==> src/rtl/stream_pkg.sv <==
// Shared stream types for valid/ready register slices.
package stream_pkg;

  localparam int SLICE_DEPTH = 2;
  localparam int COUNT_W     = $clog2(SLICE_DEPTH + 1);

  typedef enum logic [1:0] {
    EMPTY = 2'd0,
    BUSY  = 2'd1,
    FULL  = 2'd2
  } slice_state_t;

  // Number of beats held by a slice in the given state.
  function automatic logic [COUNT_W-1:0] state_count(input slice_state_t s);
    logic [COUNT_W-1:0] c;
    case (s)
      BUSY:    c = COUNT_W'(1);
      FULL:    c = COUNT_W'(2);
      default: c = COUNT_W'(0);
    endcase
    return c;
  endfunction

endpackage

==> src/rtl/ready_slice.sv <==
// Valid/ready register slice: main register plus skid register, so that
// valid, data and ready are all registered without losing throughput.
module ready_slice
  import stream_pkg::*;
#(
  parameter int WIDTH = 8
) (
  input  logic             clk,
  input  logic             reset,
  input  logic             flush,
  input  logic             i_valid,
  input  logic [WIDTH-1:0] i_data,
  output logic             i_ready,
  output logic             o_valid,
  output logic [WIDTH-1:0] o_data,
  input  logic             o_ready,
  output logic [1:0]       count
);

  slice_state_t     state_p1;
  slice_state_t     state_d;
  logic [WIDTH-1:0] main_p1;
  logic [WIDTH-1:0] skid_p1;
  logic             ready_p1;
  logic             vld_p1;
  logic [1:0]       count_p1;

  logic             accept;
  logic             consume;
  logic             load_main_in;
  logic             load_main_skid;
  logic             load_skid_in;
  logic             ready_d;
  logic             vld_d;
  logic [1:0]       count_d;

  assign accept  = i_valid & ready_p1;
  assign consume = vld_p1 & o_ready;

  // Next state and register load selects; flush overrides every transfer.
  always_comb begin
    state_d        = state_p1;
    load_main_in   = 1'b0;
    load_main_skid = 1'b0;
    load_skid_in   = 1'b0;
    if (flush) begin
      state_d = EMPTY;
    end else begin
      case (state_p1)
        EMPTY: begin
          if (accept) begin
            load_main_in = 1'b1;
            state_d      = BUSY;
          end
        end
        BUSY: begin
          if (accept && consume) begin
            load_main_in = 1'b1;
          end else if (accept) begin
            load_skid_in = 1'b1;
            state_d      = FULL;
          end else if (consume) begin
            state_d = EMPTY;
          end
        end
        FULL: begin
          // i_ready is low here, so no upstream beat can arrive.
          if (consume) begin
            load_main_skid = 1'b1;
            state_d        = BUSY;
          end
        end
        default: state_d = EMPTY;
      endcase
    end
  end

  // Registered handshake outputs derived from the upcoming state.
  always_comb begin
    ready_d = (state_d != FULL);
    vld_d   = (state_d != EMPTY);
    count_d = state_count(state_d);
  end

  // ---- stage p1: state, handshake flags and both data registers ----
  always_ff @(posedge clk or posedge reset) begin
    if (reset) begin
      state_p1 <= EMPTY;
      ready_p1 <= 1'b0;
      vld_p1   <= 1'b0;
      count_p1 <= 2'd0;
      main_p1  <= '0;
      skid_p1  <= '0;
    end else begin
      state_p1 <= state_d;
      ready_p1 <= ready_d;
      vld_p1   <= vld_d;
      count_p1 <= count_d;
      if (load_main_in) begin
        main_p1 <= i_data;
      end else if (load_main_skid) begin
        main_p1 <= skid_p1;
      end
      if (load_skid_in) begin
        skid_p1 <= i_data;
      end
    end
  end

  assign i_ready = ready_p1;
  assign o_valid = vld_p1;
  assign o_data  = main_p1;
  assign count   = count_p1;

endmodule

==> config.mk <==
export PLATFORM = sky130hd
export DESIGN_NAME = ready_slice
export DESIGN_NICKNAME = d
export VERILOG_FILES = /design/src/rtl/stream_pkg.sv /design/src/rtl/ready_slice.sv
export SDC_FILE = /design/constraint.sdc
export NUM_CORES = 1
export LEC_CHECK = 0
export ABC_AREA = 1
export CAP_MARGIN = 25
export CORE_ASPECT_RATIO = 1.4
export CORE_MARGIN = 2
export CORE_UTILIZATION = 45
export DETAILED_ROUTE_END_ITERATION = 8
export GPL_ROUTABILITY_DRIVEN = 1
export PLACE_DENSITY = 0.75
export SLEW_MARGIN = 20
export SYNTH_ARGS = -nofsm -noshare
export SYNTH_HDL_FRONTEND = slang
export SYNTH_SLANG_ARGS = --single-unit
export TNS_END_PERCENT = 20
==> constraint.sdc <==
create_clock -name clk -period 1.1 [get_ports clk]
set_input_delay 0.165 -clock clk [delete_from_list [all_inputs] [get_ports clk]]
set_output_delay 0.165 -clock clk [all_outputs]
set_load 0.01 [all_outputs]
==> implementation parameters <==
Parameter                              Value

Setup path
  Endpoint of the worst register-to-register path    o_data[1]
  Worst-case reg-to-reg path depth    6
  Flop2flop setup slack    -0.06 ns
  Data arrival at the endpoint of the critical path    1.37 ns
  Worst setup path category    reg -> reg
  CP endpoint kind    register
  Critical path fanouts, max    8
  Source of the worst register-to-register timing path    state_p1[1]
  Max incr delay on CP    0.47 ns
  Slowest stage cell on the critical path    sky130_fd_sc_hd__dfrtp_2
  Cells along the critical path    nor2_8 > nand3_4 > nand2_8 > inv_8 > nand2_1 > nand2_1
  Crit path required time    1.31 ns
  Critical Path Most Common Cell    sky130_fd_sc_hd__nand2_1
  Critical Path Source Type    register

Synthesis
  Synthesized Nets    139
  Synthesized netlist cell count    126
  Synth top area share    47.21%
  Share of synthesized registers carrying an async set or reset    100.0%
  Flip-flop and latch count after synthesis    22
  Area contributors post-synth    sky130_fd_sc_hd__dfrtp_1, sky130_fd_sc_hd__nand2_1, sky130_fd_sc_hd__inv_1, sky130_fd_sc_hd__nand3_2, sky130_fd_sc_hd__o21ai_2
  Main synth FF type    sky130_fd_sc_hd__dfrtp_1
  Yosys Warn Count    0
  Syn Std Cell Area    1166 um2
  Number of unique standard cell types used by synthesis    22
  Sequential area share after synthesis    47.21%
  Synthesized area per cell    9.255 um2
  Cell taking the most area after synthesis    sky130_fd_sc_hd__dfrtp_1
  EDFF count, synth    0

Clock tree
  CTS tree    done
  Clk Latency, worst-skew pair    0.31 ns
  Clock tree buffer depth    2
  Number of sinks driven by the clock tree    22
  CTS Root Cell    sky130_fd_sc_hd__clkbuf_4
  H-tree depth    1
  Hold-fix buffers at CTS    0
  Clock edge transition at the registers on the reported setup and hold paths    0.11 ns
  Total clock buffers created by CTS    3

Power and ir drop
  Static Leakage    0.8233 nW
  Worst VDD drop    1.141 mV
  Power per cell area    1780 nW/um2

STA
  Slack of the critical path    -0.06186 ns
  Number of setup violations in the final report    16
  Slew Limit Fails    0
  Unrepaired setup endpoints after global routing    yes
  Share of the clock period used by the worst path after layout    105.6%
  Setup Total Neg Slack    -0.5545 ns
  Relative slew slack    82.31%
  Final number of hold-violating endpoints    0
  Worst-Margin Slew    0.2645 ns
  Highest clock rate    860.7 MHz
  Clock period minus worst slack    1.162 ns
  Skew final    0.004133 ns

Final layout
  Cell Count, Final, Fillers Out    198
  Most frequent standard cell in the layout excluding fill and tap cells    sky130_fd_sc_hd__nand2_1
  Inserted Diodes    0
  Post-layout nets    178
  Layout overhead on the synthesized area    35.09%
  Commonest non-fill, non-tap cells in the layout    sky130_fd_sc_hd__nand2_1, sky130_fd_sc_hd__inv_1, sky130_fd_sc_hd__dfrtp_1
  Share of post-route cells with drive strength above 1    42.68%
  End-of-flow core utilization    65.17%

Placed design
  Hpwl dp    1.812 mm
  Gp weighted congestion    0.7921
  Worst slack, placed    -0.4346 ns
  Quantity of I/O buffers inserted on ports    24
  Total placed cells including tap cells    188

Route
  Vias after detailed routing    992
  First-iteration detailed-routing DRC count    7
  Number of remaining DRC errors    0
  Residual antenna-violating net count after detailed routing    0
  Vias per std cell    5.010
  Total routed wirelength    2.381 mm
  Wire length per cell after detailed routing    12.03 um
  Total iterations of the first detailed-routing run    4

Status
  Failing checks    setup timing
  Status    finished with violations

Floorplan
  Overall die width    47.03 um
  Placeable Area    2417 um2
  Vert. Die Dim    64.23 um
  Number of placement rows    21
  Die area    3020 um2
  Initial Util    48.24%
  Total I/O pin count    25

Global routing
  Via count of the first global-routing pass    1047
  Overall track demand over capacity in global routing    18.81%
  First-pass GRT wire length    4.236 mm
  Initial antenna violation count    0
  Maximum number of pins on one net before global-route repair    23
  GR Overflow Total    0

Run
  # Max-Cap Violations    0

Min path
  Path type of the worst min-delay path    in -> async
==> report_power, final <==
part	internal, mW	switching, mW	total [mW]
Sequential	1.08	0.188	1.27
Clock	0.202	0.232	0.434
Combinational	0.521	0.576	1.10
==> logic make-up after synthesis <==
kind of cell / count (synthesis) / synth area share, %
AND/OR/NAND/NOR: 66 / 34.76
buffers and inverters: 27 / 10.73
flip-flops: 22 / 47.21
AO/OA/AOI/OAI: 11 / 7.296
==> layout make-up <==
class	count	area [um2]
clock buffers	4	36.28
fillers	207	842.1
inverters	24	100.1
multi-input cells	78	540.5
flip-flops and latches	22	553.0
well taps	34	42.54
repair buffers	36	302.8
==> worst max-delay path: cells and delay by family, from the launching register on <==
| kind | cells | cell delay, ns |
|---|---|---|
| buffers and inverters | 1 | 0.05 |
| flip-flops | 1 | 0.47 |
| AND/OR/NAND/NOR | 5 | 0.54 |
==> per-stage QoR <==
step,instance area (um2),power (mW),hold slack (ns)
after floorplan,1175,1.869,0.1542
after global placement,1489,2.316,0.4574
after detailed placement,1489,2.352,0.4594
after CTS,1613,2.881,0.1748
after global routing,1575,3.006,0.2064
final,1575,2.804,0.1621
==> flip-flops by register name (all words and copies together) (netlist names) <==
| name | flops |
|---|---|
| state_p1 | 2 |
| skid_p1 | 8 |
| o_valid | 1 |
| count | 2 |
| i_ready | 1 |
| o_data | 8 |
==> worst max-delay path by stage <==
stage          slack [ns]          to  cells past startpoint        start
3_3_place_gp        -0.39  skid_p1[7]                      5        flush
4_1_cts             -0.08   o_data[7]                      5  state_p1[1]
5_1_grt             -0.12   o_data[0]                      6  state_p1[1]
6_report            -0.06   o_data[1]                      6  state_p1[1]
2_1_floorplan       -0.09   o_data[0]                      8      i_ready
3_5_place_dp        -0.43  skid_p1[0]                      5        flush
==> synth_stat cells, types with 2 or more instances <==
cell type,number
sky130_fd_sc_hd__o21ai_1,2
sky130_fd_sc_hd__nor2_1,3
sky130_fd_sc_hd__inv_1,20
sky130_fd_sc_hd__nand3_1,6
sky130_fd_sc_hd__nand4_1,8
sky130_fd_sc_hd__dfrtp_1,22
sky130_fd_sc_hd__buf_6,2
sky130_fd_sc_hd__nand3_2,7
sky130_fd_sc_hd__o21ai_2,8
sky130_fd_sc_hd__inv_2,2
sky130_fd_sc_hd__nand2_1,33
sky130_fd_sc_hd__nand2_2,3
==> routing by layer <==
metal | routed length (um) | global-route usage [%] | up-vias | part of all wire, %
met2 | 1322 | 33.39 | 24 | 56
met1 | 922 | 21.15 | 482 | 39
met3 | 73 | 1.695 | 7 | 3.1
met4 | 63 | 8.681 | 0 | 2.6
li1 | - | - | 479 | -
met5 | 0 | 0 | - | 0
==> timing repair <==
action	in CTS	in global routing
pin swaps	5	2
resized for setup	50	14
setup endpoints to repair	32	29
cloned	1	0
setup buffers	5	0
Note: power is estimated with default switching activity, not from simulation.
==> RTL change: new RTL, same flow settings <==
Re-encode `slice_state_t` (3 states) as one-hot, 3 bits wide.
--- a/src/rtl/stream_pkg.sv
+++ b/src/rtl/stream_pkg.sv
@@ -4,10 +4,10 @@
   localparam int SLICE_DEPTH = 2;
   localparam int COUNT_W     = $clog2(SLICE_DEPTH + 1);
 
-  typedef enum logic [1:0] {
-    EMPTY = 2'd0,
-    BUSY  = 2'd1,
-    FULL  = 2'd2
+  typedef enum logic [2:0] {
+    EMPTY = 3'b001,
+    BUSY  = 3'b010,
+    FULL  = 3'b100
   } slice_state_t;
 
   // Number of beats held by a slice in the given state.
Behaviour: same outputs for any inputs over 10 cycles, from zero or initial values and one cycle with reset high; not proved beyond that.
==> RTL change against the unedited design <==
- highest routed layer unchanged
- fmax decreased by 15%
- critical path type unchanged
- area after synthesis decreased by 2.5%
- count of clock-buffer cells in the layout decreased by 1
- total power increased by 24%
- the run still ends with setup timing left
- wire length increased by 11%
- final area increased by 1.7%
- worst setup slack got worse by 200 ps
- clock skew increased by 3.1 ps
- sequential cell count increased by 1
- die area decreased by 2.3%
- critical endpoint is now count[1]$_DFF_PP0_
==> RTL change: results (changes against the unedited design) <==
[grt]
grt_max_degree = 24  ; +4.3%
grt_pass1_wl_microns = 4270  ; +0.83%
grt_pass1_vias = 1068  ; +2.0%
globalRouteTotalUtil_pct = 20.1  ; +1.2 points

[cells_and_area]
multi_input_area_sq_um = 526  ; -2.8%
nNetsFinal = 194  ; +9.0%
fin_cells = 214  ; +8.1%

[detailed_routing]
wire_per_inst_microns = 12.3  ; +2.3%

[placed_design]
place_ws_ps = -472  ; -37.1 ps
dp.cells = 202  ; +7.4%

[setup_path]
worstSetupStartpoint = state_p1[0]$_DFF_PP1_
crit_fanout = 3  ; -5
rr_startpoint = state_p1[0]$_DFF_PP1_
cp_slowest_cell = dfstp_2
max_stage_delay_ps = 580  ; +110 ps
arrival_ps = 1580  ; +210 ps

[logic_synthesis]
ys_seq_area_share_pct = 50.7  ; +3.5 points
synth.distinct_cells = 19  ; -14%
synthTopCellsByArea = dfrtp_1, nand2_1, inv_1
synth_common_cells = nand2_1, dfrtp_1, inv_1
syn_area_per_cell_sq_um = 8.42  ; -9.0%

[sta]
finalSetupTns_ps = -4700  ; -4140 ps
setup_viol = 23  ; +7
setup_ws_ps = -264  ; -202 ps
worst_slew_pin_slew_ps = 278  ; +13.7 ps

[run_status]
status = finished, violations left
violations = setup timing

[power_and_ir_drop]
power_leakage_nw = 0.798  ; -3.0%
peakVddDrop_mv = 1.14  ; -0.17%

RTL change: changes by cell type after synthesis, sizes merged, moves of 2 or more:
| cell | before | now |
|---|---|---|
| nand4 | 9 | 1 |
| nand2 | 38 | 44 |
| a21oi | 0 | 3 |
| nor2 | 5 | 7 |
| o21ai | 11 | 19 |
| nand3 | 14 | 12 |
RTL change: cell type report:
class	count	share of cell area (%)
clock inverter	1	0.312
sequential	23	36.2
tap	34	2.66
inverter	23	5.39
clock buffer	3	1.41
multi-input combinational	88	32.8
timing repair buffer	42	21.2
RTL change: final timing paths:
path / endpoint / slack (ps) / cells after the start
max in group asynchronous: state_p1[0]$_DFF_PP1_ / 720 / 3
setup reg to reg: count[1]$_DFF_PP0_ / -260 / 7
hold / removal: count[0]$_DFF_PP0_ / 150 / 3
hold reg to reg: o_data[3]$_DFFE_PP0P_ / 480 / 2
min in group clk: skid_p1[5]$_DFFE_PP0P_ / 410 / 3
setup / recovery: count[1]$_DFF_PP0_ / -260 / 7
RTL change: kinds of logic after synthesis:
group	Yosys count	share of synthesized area (%)
AOI/OAI and AO/OA	22	13.3
buffers and inverters	25	9.24
DFF	23	50.7
and+or+nand+nor	65	26.7
RTL change: what timing repair did:
action	CTS	global route
endpoints found under the setup margin	35	25
pin swaps	11	10
gates resized for setup	48	19
cloned	1	0
hold buffers	0	0
setup buffers	5	2
RTL change: report_power, final:
part           switching, mW  internal [mW]  total [mW]
logic                  0.885          0.741        1.63
registers              0.238           1.23        1.47
clock network          0.252          0.136       0.388
total                   1.37           2.11        3.48
RTL change: metal layers:
metal  vias to the layer above  global-route usage, %  wire length [microns]
met5                         -                      0                      0
met3                         9                   2.29                     98
met4                         0                   9.29                     72
met2                        30                   37.5                   1480
li1                        514                      -                      -
met1                       498                   20.2                    978
